[config.mk]
export PLATFORM = sky130hd
export DESIGN_NAME = render_tile_scheduler
export DESIGN_NICKNAME = d
export VERILOG_FILES = /design/src/rtl/render_tile_scheduler_pkg.sv /design/src/rtl/render_tile_scheduler_tile_unit_tracker.sv /design/src/rtl/render_tile_scheduler.sv
export SDC_FILE = /design/constraint.sdc
export NUM_CORES = 1
export LEC_CHECK = 0
export BUFFER_PORTS_ARGS = -buffer_cell sky130_fd_sc_hd__buf_2
export CORE_MARGIN = 2
export CORE_UTILIZATION = 30
export DETAILED_ROUTE_END_ITERATION = 10
export REMOVE_ABC_BUFFERS = 1
export SETUP_SLACK_MARGIN = 0.1
export SLEW_MARGIN = 20
export SYNTH_ARGS = -nofsm -noshare
export SYNTH_HDL_FRONTEND = slang
export SYNTH_SLANG_ARGS = --single-unit
[constraint.sdc]
create_clock -name clock -period 16.53 [get_ports clock]
set_input_delay 0 -clock clock [delete_from_list [all_inputs] [get_ports clock]]
set_output_delay 0 -clock clock [all_outputs]
set_load 0.01 [all_outputs]
[src/rtl/render_tile_scheduler_pkg.sv]
// Shared types and helpers for the render tile scheduler.
package render_tile_scheduler_pkg;

  // Default frame geometry (QVGA frame split into 16x16 tiles).
  localparam int DEF_TOTAL_ROWS = 240;
  localparam int DEF_TOTAL_COLS = 320;
  localparam int DEF_TILE_ROWS  = 16;
  localparam int DEF_TILE_COLS  = 16;

  // Width of the tile origin fields carried in a descriptor.
  localparam int DESC_POS_BITS = 9;

  // Number of tiles along one frame axis.
  function automatic int tiles_along(input int total, input int tile);
    return total / tile;
  endfunction

  // Pixels (and pixel-buffer bytes) covered by one tile.
  function automatic int tile_pixels(input int tile_rows, input int tile_cols);
    return tile_rows * tile_cols;
  endfunction

  // Everything a render unit needs to locate its tile.
  typedef struct packed {
    logic [DESC_POS_BITS-1:0] start_row;
    logic [DESC_POS_BITS-1:0] start_col;
    logic [31:0]              pixel_buffer;
  } tile_desc_t;

  typedef enum logic [1:0] {
    ST_IDLE  = 2'd0,
    ST_RUN   = 2'd1,
    ST_DRAIN = 2'd2,
    ST_DONE  = 2'd3
  } sched_state_t;

endpackage

[src/rtl/render_tile_scheduler_tile_unit_tracker.sv]
// Per-unit bookkeeping: busy flag, tile descriptor, do_render and clear pulses.
module render_tile_scheduler_tile_unit_tracker
  import render_tile_scheduler_pkg::*;
(
  input  logic       clock,
  input  logic       reset,
  input  logic       dispatch,
  input  tile_desc_t desc_in,
  input  logic       complete_en,
  input  logic       irq,
  output logic       busy,
  output logic       fire,
  output logic       do_render,
  output logic       clear_interrupt,
  output tile_desc_t desc
);

  logic       busy_q, busy_d;
  logic       do_render_q, do_render_d;
  logic       clear_q, clear_d;
  tile_desc_t desc_q, desc_d;

  // A completion is taken once: the unit must be busy and have no clear in flight.
  always_comb begin
    fire = complete_en & busy_q & irq & ~clear_q;
  end

  // Busy is set on dispatch and released the cycle after the clear pulse.
  always_comb begin
    busy_d      = busy_q;
    desc_d      = desc_q;
    do_render_d = dispatch;
    clear_d     = fire;
    if (dispatch) begin
      busy_d = 1'b1;
      desc_d = desc_in;
    end else if (clear_q) begin
      busy_d = 1'b0;
    end
  end

  // Tracker state registers.
  always_ff @(posedge clock or posedge reset) begin
    if (reset) begin
      busy_q      <= 1'b0;
      do_render_q <= 1'b0;
      clear_q     <= 1'b0;
      desc_q      <= '0;
    end else begin
      busy_q      <= busy_d;
      do_render_q <= do_render_d;
      clear_q     <= clear_d;
      desc_q      <= desc_d;
    end
  end

  assign busy            = busy_q;
  assign do_render       = do_render_q;
  assign clear_interrupt = clear_q;
  assign desc            = desc_q;

endmodule

[src/rtl/render_tile_scheduler.sv]
// Frame-level scheduler: walks tiles in raster order, hands them to free
// render units and raises one frame interrupt when all tiles are back.
//
//   state    | meaning
//   ---------+----------------------------------------------------------
//   ST_IDLE  | waiting for do_frame; frame base and counters loaded on start
//   ST_RUN   | dispatching tiles (one per cycle max) and collecting completions
//   ST_DRAIN | all tiles dispatched; collecting the remaining completions
//   ST_DONE  | frame_irq high until clear_frame_irq
module render_tile_scheduler
  import render_tile_scheduler_pkg::*;
#(
  parameter int NUM_UNITS  = 4,
  parameter int TOTAL_ROWS = DEF_TOTAL_ROWS,
  parameter int TOTAL_COLS = DEF_TOTAL_COLS,
  parameter int TILE_ROWS  = DEF_TILE_ROWS,
  parameter int TILE_COLS  = DEF_TILE_COLS,
  parameter int POS_BITS   = DESC_POS_BITS,
  parameter int TILE_BITS  = $clog2(TOTAL_ROWS/TILE_ROWS*TOTAL_COLS/TILE_COLS)+1
) (
  input  logic                               clock,
  input  logic                               reset,
  input  logic                               do_frame,
  input  logic [31:0]                        frame_pixel_buffer,
  input  logic                               clear_frame_irq,
  output logic                               frame_irq,
  output logic                               busy,
  output logic [TILE_BITS-1:0]               tiles_done,
  output logic [NUM_UNITS-1:0][POS_BITS-1:0] unit_start_row,
  output logic [NUM_UNITS-1:0][POS_BITS-1:0] unit_start_col,
  output logic [NUM_UNITS-1:0][31:0]         unit_pixel_buffer,
  output logic [NUM_UNITS-1:0]               unit_do_render,
  input  logic [NUM_UNITS-1:0]               unit_irq,
  output logic [NUM_UNITS-1:0]               unit_clear_interrupt
);

  localparam int TILES_X     = tiles_along(TOTAL_COLS, TILE_COLS);
  localparam int TILES_Y     = tiles_along(TOTAL_ROWS, TILE_ROWS);
  localparam int N_TILES     = TILES_X * TILES_Y;
  localparam int TILE_PIXELS = tile_pixels(TILE_ROWS, TILE_COLS);

  sched_state_t         state_q, state_d;
  logic [31:0]          base_q, base_d;
  logic [TILE_BITS-1:0] next_tile_q, next_tile_d;
  logic [TILE_BITS-1:0] tile_x_q, tile_x_d;
  logic [TILE_BITS-1:0] tile_y_q, tile_y_d;
  logic [TILE_BITS-1:0] tiles_done_q, tiles_done_d;

  logic [NUM_UNITS-1:0] unit_busy;
  logic [NUM_UNITS-1:0] unit_fire;
  logic [NUM_UNITS-1:0] grant;
  logic [NUM_UNITS-1:0] dispatch_vec;
  tile_desc_t           unit_desc [NUM_UNITS];
  tile_desc_t           next_desc;
  logic [31:0]          tile_index;
  logic [TILE_BITS-1:0] done_inc;
  logic                 run_dispatch;
  logic                 complete_en;
  logic                 dispatch_go;
  logic                 last_tile;

  // FSM state register.
  always_ff @(posedge clock or posedge reset) begin
    if (reset) state_q <= ST_IDLE;
    else       state_q <= state_d;
  end

  // FSM next-state logic.
  always_comb begin
    state_d = state_q;
    case (state_q)
      ST_IDLE:  if (do_frame) state_d = ST_RUN;
      ST_RUN:   if (dispatch_go && last_tile) state_d = ST_DRAIN;
      ST_DRAIN: if ((tiles_done_q == TILE_BITS'(N_TILES)) && !(|unit_busy)) state_d = ST_DONE;
      ST_DONE:  if (clear_frame_irq) state_d = ST_IDLE;
      default:  state_d = ST_IDLE;
    endcase
  end

  // FSM outputs.
  always_comb begin
    busy         = (state_q == ST_RUN) || (state_q == ST_DRAIN);
    frame_irq    = (state_q == ST_DONE);
    complete_en  = busy;
    run_dispatch = (state_q == ST_RUN) && (next_tile_q < TILE_BITS'(N_TILES));
  end

  // Lowest-indexed free unit wins the next tile.
  always_comb begin
    grant = '0;
    for (int u = NUM_UNITS-1; u >= 0; u--) begin
      if (!unit_busy[u]) begin
        grant    = '0;
        grant[u] = 1'b1;
      end
    end
    dispatch_go  = run_dispatch && (|grant);
    dispatch_vec = dispatch_go ? grant : '0;
    last_tile    = (next_tile_q == TILE_BITS'(N_TILES-1));
  end

  // Descriptor for the tile at (tile_y, tile_x); addresses in 32 bits.
  always_comb begin
    tile_index             = 32'(tile_y_q) * 32'(TILES_X) + 32'(tile_x_q);
    next_desc.start_row    = DESC_POS_BITS'(32'(tile_y_q) * 32'(TILE_ROWS));
    next_desc.start_col    = DESC_POS_BITS'(32'(tile_x_q) * 32'(TILE_COLS));
    next_desc.pixel_buffer = base_q + tile_index * 32'(TILE_PIXELS);
  end

  // Frame counters: load on frame start, advance on dispatch, count completions.
  always_comb begin
    done_inc = '0;
    for (int u = 0; u < NUM_UNITS; u++) begin
      done_inc = done_inc + TILE_BITS'(unit_fire[u]);
    end
    base_d       = base_q;
    next_tile_d  = next_tile_q;
    tile_x_d     = tile_x_q;
    tile_y_d     = tile_y_q;
    tiles_done_d = tiles_done_q + done_inc;
    if ((state_q == ST_IDLE) && do_frame) begin
      base_d       = frame_pixel_buffer;
      next_tile_d  = '0;
      tile_x_d     = '0;
      tile_y_d     = '0;
      tiles_done_d = '0;
    end
    if (dispatch_go) begin
      next_tile_d = next_tile_q + TILE_BITS'(1);
      if (tile_x_q == TILE_BITS'(TILES_X-1)) begin
        tile_x_d = '0;
        tile_y_d = tile_y_q + TILE_BITS'(1);
      end else begin
        tile_x_d = tile_x_q + TILE_BITS'(1);
      end
    end
  end

  // Frame counter registers.
  always_ff @(posedge clock or posedge reset) begin
    if (reset) begin
      base_q       <= '0;
      next_tile_q  <= '0;
      tile_x_q     <= '0;
      tile_y_q     <= '0;
      tiles_done_q <= '0;
    end else begin
      base_q       <= base_d;
      next_tile_q  <= next_tile_d;
      tile_x_q     <= tile_x_d;
      tile_y_q     <= tile_y_d;
      tiles_done_q <= tiles_done_d;
    end
  end

  assign tiles_done = tiles_done_q;

  for (genvar u = 0; u < NUM_UNITS; u++) begin : g_unit
    render_tile_scheduler_tile_unit_tracker u_tracker (
      .clock           (clock),
      .reset           (reset),
      .dispatch        (dispatch_vec[u]),
      .desc_in         (next_desc),
      .complete_en     (complete_en),
      .irq             (unit_irq[u]),
      .busy            (unit_busy[u]),
      .fire            (unit_fire[u]),
      .do_render       (unit_do_render[u]),
      .clear_interrupt (unit_clear_interrupt[u]),
      .desc            (unit_desc[u])
    );
  end

  // Unpack the per-unit descriptors onto the unit-facing buses.
  always_comb begin
    for (int u = 0; u < NUM_UNITS; u++) begin
      unit_start_row[u]    = POS_BITS'(unit_desc[u].start_row);
      unit_start_col[u]    = POS_BITS'(unit_desc[u].start_col);
      unit_pixel_buffer[u] = unit_desc[u].pixel_buffer;
    end
  end

endmodule

=== After elaboration in Yosys (flattened, before gate mapping) ===
Cells that the tools add are included.

* Bits in registers: 254
* Input bits: 40
* Output and inout port bits: 220
* Logic and storage cells: 109

* Add/subtract/negate cells: 9
* Multipliers: 1
* $lt $le $gt $ge: 1
* Equal/unequal tests: 10
* Mux-type cells: 26
* Bitwise operators: 16
* Reductions and logical operators: 16

{| class="wikitable"
|+ Operators by type and width
! operator !! number
|-
| 2-to-1 mux 10 bit || 8
|-
| adder 32 x 24 -> 32 bit || 1
|-
| adder 10 x 1 -> 10 bit (second input constant) || 3
|-
| equality test 10 x 9 -> 1 bit (second input constant) || 2
|-
| 2-to-1 mux 4 bit || 5
|-
| adder 15 x 10 -> 16 bit || 1
|-
| multiplier 10 x 3 -> 13 bit (second input constant) || 1
|-
| AND 1 bit || 12
|-
| adder 10 x 4 -> 10 bit || 1
|-
| equality test 10 x 5 -> 1 bit (second input constant) || 1
|-
| < comparator 10 x 9 -> 1 bit (second input constant) || 1
|-
| nonzero test 2 bit || 5
|-
| 2-to-1 mux 1 bit || 8
|-
| 2-to-1 mux 2 bit || 4
|-
| != test 2 bit (second input constant) || 4
|-
| one-hot mux 2 bit (4 select lines) || 1
|-
| OR reduction 4 bit || 2
|-
| logical AND 1 bit || 5
|-
| adder 3 x 1 -> 4 bit || 1
|-
| equality test 2 bit (second input constant) || 2
|-
| inverter 1 bit || 4
|-
| AND reduction 4 bit || 1
|-
| adder 2 x 1 -> 3 bit || 1
|-
| adder 1 x 1 -> 2 bit || 1
|-
| 4 further kinds || 4
|}

=== Longest topological paths before layout ===
Gate-level depths: netlist (run 1).

* Depth after elaboration: 10
* Mapped depth: 22

=== By module ===
A second synthesis (run 1) with hierarchy kept.

* Cell total of the unflattened synthesis: 1,121
* Area, all modules: 14,356.3 um^2

{| class="wikitable"
|+ Modules (own cells, without submodules)
! module !! instances !! cells each !! area an instance (um^2)
|-
| render_tile_scheduler_tile_unit_tracker || 4 || 113 || 2,208.4
|-
| render_tile_scheduler || 1 || 669 || 5,522.8
|}

=== Worst setup path after synthesis (run 1) ===
OpenSTA, ideal clock, no wires.

* Kind: register -> register
* Start: reg tile_y_q[1]
* End: reg g_unit[3].u_tracker.desc_q (netlist bit g_unit[3].u_tracker.desc[26])
* Library setup time: 132 ps
* Arrival: 4,159 ps
* Required time: 16,398 ps
* Path slack: 12,239 ps
* Stages on the path, launching flop included: 23
* Clock period less this slack: 4,291 ps
* Cell sequence: dfrtp_1 -> ha_1 -> ha_1 -> inv_1 -> fa_1 -> nor2b_1 -> o21a_1 -> nor2_1 -> xnor2_1 -> ha_1 -> inv_1 -> a211oi_1 -> nor2_1 -> nor3_1 -> xnor2_1 -> ha_1 -> clkbuf_1 -> a21o_1 -> a21o_1 -> a21oi_1 -> a21oi_1 -> xnor2_2 -> o21ai_1

* Cells in the longest elaborated chain, start to end: 3

{| class="wikitable"
|+ RTL lines
! element !! RTL line !! source
|-
| start, declared || render_tile_scheduler.sv:46 || <nowiki>logic [TILE_BITS-1:0] tile_y_q, tile_y_d;</nowiki>
|-
| start signal, assigned || render_tile_scheduler.sv:151 || <nowiki>tile_y_q <= tile_y_d;</nowiki>
|-
| multiplier 10 x 3 -> 13 bit || render_tile_scheduler.sv:104 || <nowiki>tile_index = 32'(tile_y_q) * 32'(TILES_X) + 32'(tile_x_q);</nowiki>
|-
| adder 15 x 10 -> 16 bit || render_tile_scheduler.sv:104 ||
|-
| adder 32 x 24 -> 32 bit || render_tile_scheduler.sv:107 || <nowiki>next_desc.pixel_buffer = base_q + tile_index * 32'(TILE_PIXELS);</nowiki>
|-
| end signal, assigned || render_tile_scheduler_tile_unit_tracker.sv:53 || <nowiki>desc_q <= desc_d;</nowiki>
|-
| end, declared || render_tile_scheduler_tile_unit_tracker.sv:21 || <nowiki>tile_desc_t desc_q, desc_d;</nowiki>
|}

No other way between the ends.
A chain may end at the register's enable or synchronous reset.

=== Worst setup path after layout (run 1) ===
* Start: reg tile_y_q[1]
* End: reg g_unit[3].u_tracker.desc_q (netlist bit g_unit[3].u_tracker.desc[25])

Same word-level chain as after synthesis.

==> results of run 1 <==
-- timing repair --
item	CTS	global route
gates resized for setup	0	0
hold buffers	38	0
setup endpoints to repair	0	0
endpoints found under the hold margin	165	0
-- sequential cells by signal, summed over array words and instances, names as in the netlist --
register	cells
g_unit.u_tracker.clear_interrupt	4
g_unit.u_tracker.busy	4
state_q	2
g_unit.u_tracker.do_render	4
tile_y_q	10
base_q	32
tile_x_q	10
tiles_done	10
g_unit.u_tracker.desc	168
next_tile_q	10
-- cell type report --
cell class	count	area, um^2	share of cell area [%]
clock buffers	37	826	5.47
clock inverters	17	270	1.79
flip-flops and latches	254	6360	42.1
inverters	26	105	0.696
multi-input cells	993	5320	35.2
repair buffers	271	1570	10.4
well taps	532	666	4.41
-- cells in the mapped netlist (20+ instances only) --
library cell and n:
a21oi_1 23, buf_4 40, clkbuf_1 29, dfrtp_1 254, ha_1 52, inv_1 24
nand2_1 464, nand3_1 27, nor2_1 57, o21ai_0 78, o21ai_1 72, xor2_1 20
-- routing by layer --
metal / part of all wire (%) / track usage (%) / vias up
li1: - / - / 4827
met1: 43 / 21.2 / 4719
met2: 46 / 26.1 / 271
met3: 7.6 / 4.42 / 74
met4: 2.8 / 5.13 / 0
met5: 0 / 0 / -
-- cells by family (layout without fill, tap and decap cells) --
| group | after synthesis | in the layout | synth area share [%] |
|---|---|---|---|
| AO/OA/AOI/OAI | 238 | 238 | 11.6 |
| adder cells (fa/ha/maj) | 58 | 58 | 6.28 |
| other | 1 | 33 | 0.0306 |
| XOR/XNOR | 43 | 43 | 3.38 |
| buffers and inverters | 124 | 351 | 5.96 |
| AND/OR/NAND/NOR | 620 | 620 | 20.8 |
| multiplexers | 1 | 1 | 0.0918 |
| flip-flops | 254 | 254 | 51.8 |
-- stage by stage --
stage                     area, um^2  power, mW  setup WS (ns)  cells  util (%)
after CTS                      15100       2.78          11.68   2130      37.2
final                          15100       2.74          11.70   2130      37.2
after global placement         13600       2.00          11.80   2038      33.6
after global routing           15100       2.95          11.25   2130      37.2
after detailed placement       13600       2.03          11.69   2038      33.6
after floorplan                11800       1.59           9.54   1273         -
-- power breakdown --
group          switching [mW]  total [mW]  internal (mW)  leakage [nW]
Combinational           0.628       0.978          0.351          4.13
Clock                   0.279       0.729          0.450         0.537
Sequential              0.169        1.03          0.862          3.31
Total                    1.08        2.74           1.66          7.97
-- how the worst max path moves through the flow --
stage,from,to,slack (ns),cells after the start
5_1_grt,tile_y_q[1]$_DFF_PP0_,g_unit[2].u_tracker.desc[30]$_DFFE_PP0P_,11.25,21
6_report,tile_y_q[1]$_DFF_PP0_,g_unit[3].u_tracker.desc[25]$_DFFE_PP0P_,11.70,19
2_1_floorplan,reset,base_q[0]$_DFFE_PP0P_,9.54,1
4_1_cts,tile_y_q[1]$_DFF_PP0_,g_unit[3].u_tracker.desc[25]$_DFFE_PP0P_,11.68,19
3_5_place_dp,tile_y_q[1]$_DFF_PP0_,g_unit[3].u_tracker.desc[25]$_DFFE_PP0P_,11.69,19
3_3_place_gp,tile_y_q[1]$_DFF_PP0_,g_unit[2].u_tracker.desc[26]$_DFFE_PP0P_,11.80,21
-- worst max-delay path: cells and delay by family, from the launching register on --
kind	cells	cell delay (ns)
XOR/XNOR	1	0.12
adder cells (fa/ha/maj)	5	1.58
AND/OR/NAND/NOR	3	0.60
AO/OA/AOI/OAI	8	1.74
flip-flops	1	0.52
buffers and inverters	2	0.13
-- cell usage in the layout, fill, tap and decap left out, types with 10 or more instances in the layout --
| master | count |
|---|---|
| inv_1 | 23 |
| nand2_1 | 463 |
| nor2b_1 | 10 |
| nor2_1 | 57 |
| xor2_1 | 20 |
| o21a_1 | 10 |
| nand4_1 | 12 |
| o21ai_0 | 78 |
| o21ai_1 | 72 |
| xnor2_1 | 18 |
| dfrtp_1 | 254 |
| ha_1 | 52 |
| clkbuf_16 | 29 |
| and3_1 | 10 |
| a21oi_1 | 23 |
| dlygate4sd3_1 | 38 |
| a21o_1 | 10 |
| conb_1 | 33 |
| buf_2 | 227 |
| nand3_1 | 26 |
==> metrics, run 1 <==
status=finished clean; GRT Util Overall=between 15 and 20%; Netlist Area Pre-Place=about 12000 um^2; area grow syn2layout=23.1%; Die X=~210 um; Ports=260; Worst EP arrival=about 5.3 ns; wirelength, routed=approximately 35000 um; DR WL/cell=16.4 um; antenna violations before repair=0; vias=about 9900; Final Cycle Share=~29%; Register-to-Register Setup Slack=11.70 ns; slowest CP cell=dfrtp_1; crit path cell chain=ha_1 > ha_1 > inv_1 > fa_1 > nor2b_1 > o21a_1 > nor2_1 > xnor2_1 > ha_1 > o21ai_0 > o21bai_1 > inv_1 > o41ai_1 > ha_1 > a21oi_1 > o21ai_0 > or3_1 > a21oi_1 > o21ai_1; hold_sp=do_frame; clk slew on worst S/H paths=~0.070 ns; std cell rows=74; Clk Latency, worst-skew pair=between 0.5 and 0.6 ns; Max Freq=207 MHz; DRC errors left=0; slowest stage delay, CP=0.52 ns; Peak VDD IR=roughly 140 uV; Slew @ Worst Pin=~1 ns; clk_skew=between 0.02 and 0.03 ns; DPL Wire Length=approximately 23000 um; leakage=7.97 nW; Synth area leader=dfrtp_1; drt initial violations=about 520; Slew headroom=32.9%; critical path endpoint category=register; largest net degree at the start of global routing=130; Reg2Reg Depth=19; number of synthesized flops with an enable pin=0; Yosys reg bits=around 250; register area share after synthesis=roughly half; cell mode on critical path=ha_1; reg-to-reg critical path endpoint=g_unit[3].u_tracker.desc[25]$_DFFE_PP0P_; critical path launch point type=register; global-route wire length before repair=~54000 um; final setup TNS=0 ns; Avg Inst Size Synth=~9 um^2; TritonCTS clock tree=built; Syn Inst Count=1339; final hold slack=around 0.066 ns; H-tree lvl count=1; Worst Hold Class=primary input to register; Die Footprint=between 40000 and 50000 um^2; Port Buffers=~230; Main synth FF type=dfrtp_1; fillers=slightly above 4000; synth top area cells=dfrtp_1 52%, nand2_1 14%, ha_1 5.3%; antenna viol nets, final=0; layout cells sized above 1=approximately a fifth; crit-path max FO=11; final setup fails=0; DR vias/cell=approximately 4.6; CTS buffer count=29; PwrDens=between 150 and 200 nW/um^2; crit path time final=between 4 and 5 ns; Slew Limit Fails=0; ys async rst share=100%; Routability Congestion=around 0.77; Ys Warns=0; reg2reg start=tile_y_q[1]$_DFF_PP0_; Setup CP Type=register to register; share of the synthesized area in the top cell type=roughly 52%; Core Area=approximately 41000 um^2; clk root buf=clkbuf_16; distinct cell type count after synthesis=61; hold endpoint=state_q[0]$_DFFE_PP0P_; Fin. Hold Viols=0; worst endpoint required time=16.96 ns; Nets=~1700; total grt overflow=0; Post-CTS Setup Inserts=0; iteration count of the initial detailed-routing pass=5; clk buf depth=3; Max-Cap Viols=0; n_diodes=0; Initial Util=a little under a third; Sink Count=between 200 and 300; vias in the first global route=~9700; worst hold stages=4; Die H=around 210 um; RSZ-0062 raised after global routing=no
Note: power is estimated with default switching activity, not from simulation.
==> inputs of run 2 (changes only) <==
ABC_AREA = 1   (was not set)
clock period = 4.15 ns   (was 16.53 ns; I/O delays follow)
==> metrics, run 2 <==
PwrDens=655 nW/um^2 (+260%); Initial Util=30.3% (+0.062 points); Met3 Wirelength=2290 um (-14%); setup slack after layout=0.152 ns (-11.55 ns); DRC errors left=0 (unchanged); Port Buffers=227 (unchanged); Routability Congestion=0.899 (+16%); clk slew on worst S/H paths=0.06 ns (about the same); area grow syn2layout=28.9%; most common cell after layout, fill and taps aside=nand2_1; final setup fails=0 (unchanged); CTS buffer count=30 (+3.4%); global-route wire length before repair=60000 um (+11%); Slew @ Worst Pin=0.852 ns (-0.153 ns); synth top area cells=dfrtp_1 49%, nand2_1 18%, ha_1 5.0%; Ys Warns=0 (unchanged); Slew Limit Fails=0 (unchanged); Avg Inst Size Synth=8.08 um^2 (-12%); slowest CP cell=dfrtp_1; drt initial violations=822 (+59%); Top delay family on crit path=adder cells; GRT Util Overall=16.7% (+0.46 points); WP buf/inv=5 (+3); layout cells sized above 1=24.2% (+4.4 points); Sink Count=254 (unchanged); most used cells in the layout excluding fill and tap cells=575 x nand2_1, 254 x dfrtp_1, 227 x buf_2, 136 x inv_1, 93 x nand3_1; DPL Wire Length=26600 um (+16%); antenna viol nets, final=0 (unchanged); DR WL/cell=15.1 um (-7.4%); final core occ=39.1% (+1.8 points); Slew headroom=43.2% (+10 points); Peak VDD IR=397 uV (+180%); Commonest cells post-synth=625 x nand2_1, 254 x dfrtp_1, 150 x inv_1; Main synth FF type=dfrtp_1; clk root buf=clkbuf_16; crit-path max FO=4 (-7); critical path endpoint category=register; worst endpoint required time=4.66 ns (-12.30 ns); Core Area=43000 um^2 (+6.0%); critical path launch point type=register; DP Area=14700 um^2 (+7.5%); most frequent cell after synthesis=nand2_1; Die X=212 um (+3.0%); Worst Hold Class=primary input to asynchronous set/reset pin; Die Footprint=45100 um^2 (+6.1%); Max-Cap Viols=0 (unchanged); Worst EP arrival=4.51 ns (-0.75 ns); H-tree lvl count=1 (unchanged); met1 WL=17800 um (+18%); vias in the first global route=11000 (+13%); status=finished clean; Netlist Area Pre-Place=13000 um^2 (+6.2%); DR WL met2=17300 um (+7.8%); Max Freq=250 MHz (+21%); largest net degree at the start of global routing=100 (-23%); register area share after synthesis=48.8% (-3.0 points); distinct cell type count after synthesis=38 (-38%); antenna violations before repair=5 (+5); fin area=16800 um^2 (+11%); Nets=2000 (+20%); leakage=8.94 nW (+12%); iteration count of the initial detailed-routing pass=5 (unchanged); TritonCTS clock tree=built; clk_skew=0.0259 ns (+0.000871 ns); std cell rows=76 (+2.7%); Clk Latency, worst-skew pair=0.57 ns (about the same); Final Cycle Share=96.3% (+67 points); share of the synthesized area in the top cell type=48.8% (-3.0 points); crit path time final=4.00 ns (-0.830 ns); vias=11400 (+15%); Syn Inst Count=1613 (+20%); Setup Slack @ Placement=-0.170 ns (-11.86 ns); Ports=260 (unchanged); cell mode on critical path=nand2_1; ys async rst share=100% (unchanged); DR top layer=met4; number of flip-flops in the largest register=168 (unchanged); Synth area leader=dfrtp_1; Die H=212 um (+3.0%); wirelength, routed=38000 um (+9.2%); slowest stage delay, CP=0.42 ns (-0.10 ns); final setup TNS=0 ns (unchanged); total grt overflow=0 (unchanged); RSZ-0062 raised after global routing=yes; Yosys reg bits=254 (unchanged); DR vias/cell=4.54 (-2.2%); number of synthesized flops with an enable pin=0 (unchanged); Setup CP Type=register to register; clk buf depth=3 (unchanged); Fin. Hold Viols=0 (unchanged)
[run 2: cell types whose count changed in the layout (fill, tap and decap cells not counted), sizes merged, moves of 10 or more]
cell and change:
and3 -10, inv +127, o21ai -29, nor2 +20, xnor2 -14, nor2b -10, nand2 +163, buf +45
o21a -10, nand3 +81
[run 2: final cells by class]
class	count	area, um^2
clock inverter	11	121
antenna	4	10.0
multi-input combinational	1145	6160
fill	4424	26200
timing repair buffer	317	1930
inverter	154	586
clock buffer	43	901
sequential	254	6360
tap	585	732
[run 2: worst min-delay path, delay by kind of cell]
kind                   cells  cell delay (ns)
buffers and inverters      3             1.15
[run 2: cells by family after synthesis]
group                      Yosys count  share of synthesized area, %
DFF                                254                          48.8
AOI/OAI and AO/OA                  162                          6.72
adders and majority gates           58                          5.92
xor gates and xnor gates            32                          2.15
buffers and inverters              246                          9.28
and+or+nand+nor                    860                          27.1
other                                1                        0.0288
[run 2: path summary, 6_finish.rpt]
kind | start | end | slack [ns] | depth (start not counted)
max | tile_y_q[3]$_DFF_PP0_ | g_unit[3].u_tracker.desc[29]$_DFFE_PP0P_ | 0.15 | 29
min | reset | g_unit[2].u_tracker.desc[9]$_DFFE_PP0P_ | 0.12 | 3
max reg2reg | tile_y_q[3]$_DFF_PP0_ | g_unit[3].u_tracker.desc[29]$_DFFE_PP0P_ | 0.15 | 29
min reg2reg | g_unit[1].u_tracker.desc[15]$_DFFE_PP0P_ | g_unit[1].u_tracker.desc[15]$_DFFE_PP0P_ | 0.47 | 2
max in group asynchronous | reset | g_unit[1].u_tracker.desc[20]$_DFFE_PP0P_ | 2.79 | 4
min in group clock | frame_pixel_buffer[6] | base_q[6]$_DFFE_PP0P_ | 0.18 | 4
[run 2: repair_timing]
| item | CTS | global route |
|---|---|---|
| setup buffers | 6 | 12 |
| hold endpoints to repair | 140 | 0 |
| endpoints found under the setup margin | 49 | 67 |
| resized for setup | 25 | 115 |
| hold buffers | 39 | 0 |
| pin swaps | 16 | 78 |
[run 2: per-layer routing]
metal / up-vias / track usage [%]
li1: 5624 / -
met1: 5482 / 23.1
met2: 260 / 26.4
met3: 47 / 3.53
met4: 0 / 4.24
met5: - / 0
[run 2: per-stage QoR]
step / power (mW) / hold slack [ns] / std cells
after floorplan: 6.27 / 0.110 / 1553
after global placement: 7.95 / 0.189 / 2398
after detailed placement: 8.03 / 0.193 / 2398
after CTS: 10.9 / 0.129 / 2497
after global routing: 11.8 / 0.179 / 2513
final: 11.0 / 0.119 / 2513
[run 2: where the power goes]
part	switching [mW]	internal, mW	leakage, nW
clock network	1.09	1.63	0.502
logic	2.77	1.52	5.14
registers	0.626	3.37	3.30
